==> config.mk <==
export PLATFORM = sky130hd
export DESIGN_NAME = parking_gate_ctrl_flat
export DESIGN_NICKNAME = d
export VERILOG_FILES = /design/src/rtl/parking_gate_ctrl_if.sv /design/src/rtl/parking_gate_ctrl.sv /design/src/flat_wrapper.sv
export SDC_FILE = /design/constraint.sdc
export NUM_CORES = 1
export LEC_CHECK = 0
export ABC_AREA = 1
export CORE_MARGIN = 5
export CORE_UTILIZATION = 45
export CTS_CLUSTER_SIZE = 30
export DETAILED_ROUTE_END_ITERATION = 8
export DONT_BUFFER_PORTS = 1
export PLACE_DENSITY = 0.7
export SYNTH_ARGS = -nofsm -noshare
export SYNTH_HDL_FRONTEND = slang
export SYNTH_SLANG_ARGS = --single-unit
==> constraint.sdc <==
create_clock -name clk -period 1.3 [get_ports clk]
set_input_delay 0.13 -clock clk [delete_from_list [all_inputs] [get_ports clk]]
set_output_delay 0.13 -clock clk [all_outputs]
set_load 0.02 [all_outputs]
==> src/rtl/parking_gate_ctrl_if.sv <==
// Signal bundle between the parking gate controller and its environment:
// car requests and the pass sensor in, gate actuator and slot status out.
interface parking_gate_ctrl_if;
    logic       entry_req;
    logic       exit_req;
    logic [1:0] exit_slot;
    logic       pass_sensor;
    logic       gate_open;
    logic       entry_grant;
    logic       exit_grant;
    logic [1:0] assigned_slot;
    logic       car1_state;
    logic       car2_state;
    logic       car3_state;
    logic       entry_reject;
    logic       exit_err;

    modport master (
        output entry_req, exit_req, exit_slot, pass_sensor,
        input  gate_open, entry_grant, exit_grant, assigned_slot,
               car1_state, car2_state, car3_state, entry_reject, exit_err
    );

    modport slave (
        input  entry_req, exit_req, exit_slot, pass_sensor,
        output gate_open, entry_grant, exit_grant, assigned_slot,
               car1_state, car2_state, car3_state, entry_reject, exit_err
    );
endinterface

==> src/rtl/parking_gate_ctrl.sv <==
// Single-lane parking gate sequencer for a three-slot lot: arbitrates entry and
// exit requests, times the open gate, and tracks which slots hold a car.
//
// state    | meaning
// IDLE     | gate closed, sampling entry/exit requests
// OPEN_IN  | gate open for an entering car, waiting for pass_sensor or timeout
// OPEN_OUT | gate open for an exiting car, waiting for pass_sensor or timeout
// CLOSE    | gate closed, hold-off of CLOSE_CYCLES before the next grant
module parking_gate_ctrl #(
    parameter int unsigned TIMEOUT      = 8,
    parameter int unsigned CLOSE_CYCLES = 2
) (
    input  logic               clk,
    input  logic               reset,
    parking_gate_ctrl_if.slave gate
);
    typedef enum logic [1:0] {IDLE, OPEN_IN, OPEN_OUT, CLOSE} state_t;

    localparam logic [7:0] OPEN_LAST    = 8'(TIMEOUT - 1);
    localparam logic [3:0] CLOSE_LOAD   = 4'(CLOSE_CYCLES - 1);
    localparam logic       SERVED_EXIT  = 1'b0;
    localparam logic       SERVED_ENTRY = 1'b1;

    state_t     state;
    logic [7:0] open_cnt;
    logic [3:0] close_cnt;
    logic       last_served;
    logic [2:0] occupied;
    logic [1:0] slot_q;
    logic [1:0] exit_slot_q;
    logic       gate_open_q;
    logic       entry_grant_q;
    logic       exit_grant_q;
    logic       exit_err_q;

    logic [3:0] occupied_ext;
    logic       full;
    logic       exit_valid;
    logic       entry_ok;
    logic       exit_ok;
    logic       pick_entry;
    logic       pick_exit;
    logic       open_done;
    logic [1:0] free_slot;

    always_comb begin
        // Index 3 reads the padding bit, so it never names an occupied slot.
        occupied_ext = {1'b0, occupied};
        full         = &occupied;
        exit_valid   = occupied_ext[gate.exit_slot];
        entry_ok     = gate.entry_req && !full;
        exit_ok      = gate.exit_req && exit_valid;
        pick_entry   = entry_ok && (!exit_ok || (last_served == SERVED_EXIT));
        pick_exit    = exit_ok && !pick_entry;
        open_done    = gate.pass_sensor || (open_cnt == OPEN_LAST);
        free_slot    = 2'd2;
        if (!occupied[1]) free_slot = 2'd1;
        if (!occupied[0]) free_slot = 2'd0;
    end

    always_ff @(posedge clk) begin
        if (reset) begin
            state         <= IDLE;
            open_cnt      <= 8'd0;
            close_cnt     <= 4'd0;
            last_served   <= SERVED_EXIT;
            occupied      <= 3'b000;
            slot_q        <= 2'd0;
            exit_slot_q   <= 2'd0;
            gate_open_q   <= 1'b0;
            entry_grant_q <= 1'b0;
            exit_grant_q  <= 1'b0;
            exit_err_q    <= 1'b0;
        end else begin
            entry_grant_q <= 1'b0;
            exit_grant_q  <= 1'b0;
            exit_err_q    <= 1'b0;
            case (state)
                IDLE: begin
                    exit_err_q <= gate.exit_req && !exit_valid;
                    if (pick_entry) begin
                        state         <= OPEN_IN;
                        open_cnt      <= 8'd0;
                        slot_q        <= free_slot;
                        last_served   <= SERVED_ENTRY;
                        gate_open_q   <= 1'b1;
                        entry_grant_q <= 1'b1;
                    end else if (pick_exit) begin
                        state        <= OPEN_OUT;
                        open_cnt     <= 8'd0;
                        exit_slot_q  <= gate.exit_slot;
                        last_served  <= SERVED_EXIT;
                        gate_open_q  <= 1'b1;
                        exit_grant_q <= 1'b1;
                    end
                end
                OPEN_IN, OPEN_OUT: begin
                    if (open_done) begin
                        // A pass on the timeout cycle still commits the slot.
                        if (gate.pass_sensor) begin
                            if (state == OPEN_IN) occupied[slot_q] <= 1'b1;
                            else                  occupied[exit_slot_q] <= 1'b0;
                        end
                        state       <= CLOSE;
                        open_cnt    <= 8'd0;
                        close_cnt   <= CLOSE_LOAD;
                        gate_open_q <= 1'b0;
                    end else begin
                        open_cnt <= open_cnt + 8'd1;
                    end
                end
                CLOSE: begin
                    if (close_cnt == 4'd0) state <= IDLE;
                    else                   close_cnt <= close_cnt - 4'd1;
                end
                default: state <= IDLE;
            endcase
        end
    end

    assign gate.gate_open     = gate_open_q;
    assign gate.entry_grant   = entry_grant_q;
    assign gate.exit_grant    = exit_grant_q;
    assign gate.exit_err      = exit_err_q;
    assign gate.assigned_slot = slot_q;
    assign gate.car1_state    = occupied[0];
    assign gate.car2_state    = occupied[1];
    assign gate.car3_state    = occupied[2];
    assign gate.entry_reject  = (state == IDLE) && !reset && gate.entry_req && full;
endmodule

==> src/flat_wrapper.sv <==
// flat-port wrapper written by rule: the top's interface ports become plain ports
module parking_gate_ctrl_flat 
#(
    parameter int unsigned TIMEOUT      = 8,
    parameter int unsigned CLOSE_CYCLES = 2
)
  (clk, reset, gate_entry_req, gate_exit_req, gate_exit_slot, gate_pass_sensor, gate_gate_open, gate_entry_grant, gate_exit_grant, gate_assigned_slot, gate_car1_state, gate_car2_state, gate_car3_state, gate_entry_reject, gate_exit_err);
  parking_gate_ctrl_if gate_i ();
  input  logic clk;
  input  logic reset;
  input wire logic [$bits(gate_i.entry_req)-1:0] gate_entry_req;
  input wire logic [$bits(gate_i.exit_req)-1:0] gate_exit_req;
  input wire logic [$bits(gate_i.exit_slot)-1:0] gate_exit_slot;
  input wire logic [$bits(gate_i.pass_sensor)-1:0] gate_pass_sensor;
  output wire logic [$bits(gate_i.gate_open)-1:0] gate_gate_open;
  output wire logic [$bits(gate_i.entry_grant)-1:0] gate_entry_grant;
  output wire logic [$bits(gate_i.exit_grant)-1:0] gate_exit_grant;
  output wire logic [$bits(gate_i.assigned_slot)-1:0] gate_assigned_slot;
  output wire logic [$bits(gate_i.car1_state)-1:0] gate_car1_state;
  output wire logic [$bits(gate_i.car2_state)-1:0] gate_car2_state;
  output wire logic [$bits(gate_i.car3_state)-1:0] gate_car3_state;
  output wire logic [$bits(gate_i.entry_reject)-1:0] gate_entry_reject;
  output wire logic [$bits(gate_i.exit_err)-1:0] gate_exit_err;
  assign gate_i.entry_req = gate_entry_req;
  assign gate_i.exit_req = gate_exit_req;
  assign gate_i.exit_slot = gate_exit_slot;
  assign gate_i.pass_sensor = gate_pass_sensor;
  assign gate_gate_open = gate_i.gate_open;
  assign gate_entry_grant = gate_i.entry_grant;
  assign gate_exit_grant = gate_i.exit_grant;
  assign gate_assigned_slot = gate_i.assigned_slot;
  assign gate_car1_state = gate_i.car1_state;
  assign gate_car2_state = gate_i.car2_state;
  assign gate_car3_state = gate_i.car3_state;
  assign gate_entry_reject = gate_i.entry_reject;
  assign gate_exit_err = gate_i.exit_err;
  parking_gate_ctrl #(.TIMEOUT(TIMEOUT), .CLOSE_CYCLES(CLOSE_CYCLES)) u_core (.clk(clk), .reset(reset), .gate(gate_i));
endmodule
==> impl_metrics.py <==
metrics = {
    "run_status": {
        "outcome": "finished, violations left",
        "violations": "hold timing, setup timing",
    },
    "synthesis": {
        "synth_top_cell_by_area": "dfxtp_1",
        "syn_nets": 235,
        "yosysUniqueCellTypes": 30,
        "synth_seq_area_share": 0.332,
        "synth_seq_cells": 26,
        "synth_area_per_cell_sq_um": 7.09,
        "yosys_warnings": 0,
        "synth_area_sq_um": 1570,
        "netlist.area_leader.share": 0.332,
        "synthCells": 221,
        "synth.area.top_cells": "dfxtp_1 33%, nand2_1 13%, nor2_1 6.9%",
    },
    "placed_design": {
        "place_congestion": 0.881,
        "dp.final_hpwl_microns": 2700,
        "port_buffers": 0,
        "pre_cts_slack_ns": -0.0663,
    },
    "power_and_ir_drop": {
        "pwr-share-clk": 0.143,
        "peakVddDrop_mv": 0.943,
        "p_comb_frac": 0.571,
        "swShare": 0.404,
        "p_total_mw": 3.91,
        "p_int_mw": 2.33,
        "p_sw_mw": 1.58,
        "p_leak_nw": 0.950,
        "pwr-share-seq": 0.286,
        "power.density_nw_per_um2": 1740,
    },
    "sta": {
        "setup_violations": 6,
        "fin_skew_ns": 0.0108,
        "setup_slack_ns": -0.148,
        "hold_viol": 12,
        "rsz0062_at_grt": "true",
        "max_freq_mhz": 690,
        "period_share": 1.11,
        "slew_violations": 0,
        "period_minus_slack_ns": 1.45,
        "tightest_slew_ns": 0.299,
        "hold_ws_ns": -0.169,
        "fin_setup_tns_ns": -0.383,
        "maxSlewHeadroom": 0.801,
    },
    "route": {
        "ant_nets": 0,
        "drt-total-wl_microns": 3940,
        "vias_per_cell": 5.00,
        "first_pass_iters": 4,
        "drt_iter0_markers": 74,
        "wire_per_inst_microns": 12.8,
        "vias": 1534,
        "drcViolationCount": 0,
    },
    "flow_run": {
        "cap_violations": 0,
    },
    "floorplanning": {
        "io_pins": 17,
        "die_h_microns": 69.0,
        "coreArea_sq_um": 3360,
        "die_w_microns": 69.0,
        "start_util": 0.466,
        "dieArea_sq_um": 4760,
        "row_count": 21,
    },
    "critical_path": {
        "setup.worst_path.class": "reg -> out",
        "critical_path_arrival_ns": 1.32,
        "timing.critical_path.buf_inv": 3,
        "cp_top_family": "flip-flops",
        "crit_fanout": 2,
        "cp_slowest_cell": "dfxtp_2",
        "crit_chain": "inv_2, ha_4, buf_6, nand2_4, nor3b_2, buf_4",
        "crit-reg2reg-launch": "u_core.state[1]",
        "cp.required_ns": 1.17,
        "r2r-end": "u_core.close_cnt[3]",
        "r2r_setup_slack_ns": -0.09,
        "endpoint_kind": "output port",
        "critPathLaunchType": "flop",
        "reg2reg_depth": 9,
        "critPathMaxStageDelay_ns": 0.35,
    },
    "cts": {
        "h-tree-depth": 1,
        "cts_buffers": 3,
        "clkLatencyLatePin_ns": 0.33,
        "clk_path_buf_depth": 2,
        "cts.sink_count": 26,
        "cts_tree": "built",
        "clk_pin_slew_ns": 0.15,
        "root_buffer": "clkbuf_4",
        "ctsHoldBuffers": 3,
    },
    "grt": {
        "grt_antenna_before_repair": 0,
        "grt_usage": 0.159,
        "grt_first_pass_wirelength_microns": 6430,
        "grt_max_degree": 16,
        "gr-total-overflow": 0,
        "grt_pass1_vias": 1434,
    },
    "hold_path": {
        "holdPathStages": 1,
        "hold_path.class": "in -> reg",
        "hp-start": "reset",
        "hold-path-endpoint": "u_core.occupied[1]",
    },
    "finish": {
        "drive_gt1_frac": 0.441,
        "insertedDiodeCount": 0,
        "area_delta_synth_final_pct": 43.7,
        "nets": 276,
    },
}
## Yosys cell counts, drive strengths merged
master,n
nand2,64
o21bai,1
nor3b,2
nor2,31
a221oi,2
nand3,20
dfxtp,26
o21ai,9
ha,7
nor3,6
or2,1
a21oi,14
inv,26
clkbuf,2
xor2,3
nand4,5
a211oi,1
a31oi,1
## how the worst max path moves through the flow
stage	startpoint	depth (start not counted)	to
after floorplan	u_core.state[1]	4	gate_entry_reject
after global placement	u_core.open_cnt[0]	7	u_core.open_cnt[2]
after detailed placement	u_core.state[0]	9	u_core.close_cnt[3]
after CTS	u_core.state[0]	6	gate_entry_reject
after global routing	u_core.state[0]	6	gate_entry_reject
final	u_core.state[0]	6	gate_entry_reject
## cell type report
cell class / instances / area, sq um
Inverter: 26 / 105
Clock buffer: 3 / 22.5
Sequential cell: 26 / 541
Timing Repair Buffer: 38 / 319
Fill cell: 284 / 1110
Tap cell: 46 / 57.6
Clock inverter: 1 / 30.0
Multi-Input combinational cell: 167 / 1180
## layer usage
layer,share of wire,GRT usage,vias up
met4,0.016,0.0521,0
met5,0,0,-
met3,0.019,0.0247,7
met1,0.45,0.205,714
met2,0.51,0.268,12
li1,-,-,801
## placed cells by master, fill, tap and decap left out, drive strengths merged
| cell type | n |
|---|---|
| a211oi | 1 |
| a21oi | 14 |
| a221oi | 2 |
| a31oi | 1 |
| buf | 35 |
| bufinv | 1 |
| clkbuf | 3 |
| dfxtp | 26 |
| dlygate4sd3 | 3 |
| ha | 7 |
| inv | 26 |
| nand2 | 64 |
| nand3 | 20 |
| nand4 | 5 |
| nor2 | 31 |
| nor3 | 6 |
| nor3b | 2 |
| o21ai | 9 |
| o21bai | 1 |
| or2 | 1 |
| xor2 | 3 |
## cells by family (layout without fill, tap and decap cells)
kind of cell,after synthesis,in the layout,share of synthesized area
xor gates and xnor gates,3,3,0.0168
adders and majority gates,7,7,0.0559
and+or+nand+nor,129,129,0.421
AOI/OAI and AO/OA,28,28,0.105
DFF,26,26,0.332
buffers and inverters,28,68,0.0686
## power by group through the flow
| stage | registers [mW] | clock network (mW) | logic (mW) |
|---|---|---|---|
| after floorplan | 1.11 | 0 | 1.03 |
| after global placement | 1.10 | 0 | 1.52 |
| after detailed placement | 1.10 | 0 | 1.54 |
| after CTS | 1.10 | 0.580 | 1.94 |
| after global routing | 1.14 | 0.622 | 2.42 |
| final | 1.12 | 0.561 | 2.23 |
## state kept, by name (all words and copies together) (netlist names)
signal and cells:
u_core.gate.gate_open 1, u_core.gate.exit_err 1, u_core.gate.assigned_slot 2, u_core.occupied 3, u_core.gate.exit_grant 1, u_core.close_cnt 4
u_core.state 2, u_core.gate.entry_grant 1, u_core.exit_slot_q 2, u_core.open_cnt 8, u_core.last_served 1
## what timing repair did
action / in CTS / in global routing
hold endpoints to repair: 15 / 12
setup buffers: 9 / 2
gates resized for setup: 25 / 49
pin swaps: 12 / 15
setup endpoints to repair: 17 / 22
## stage by stage
stage,utilization,instances,area (sq um)
after global routing,0.670,307,2250
after CTS,0.610,305,2050
final,0.670,307,2250
after floorplan,-,221,1590
after detailed placement,0.541,289,1820
after global placement,0.541,289,1820
(Power assumes the default switching activity.)
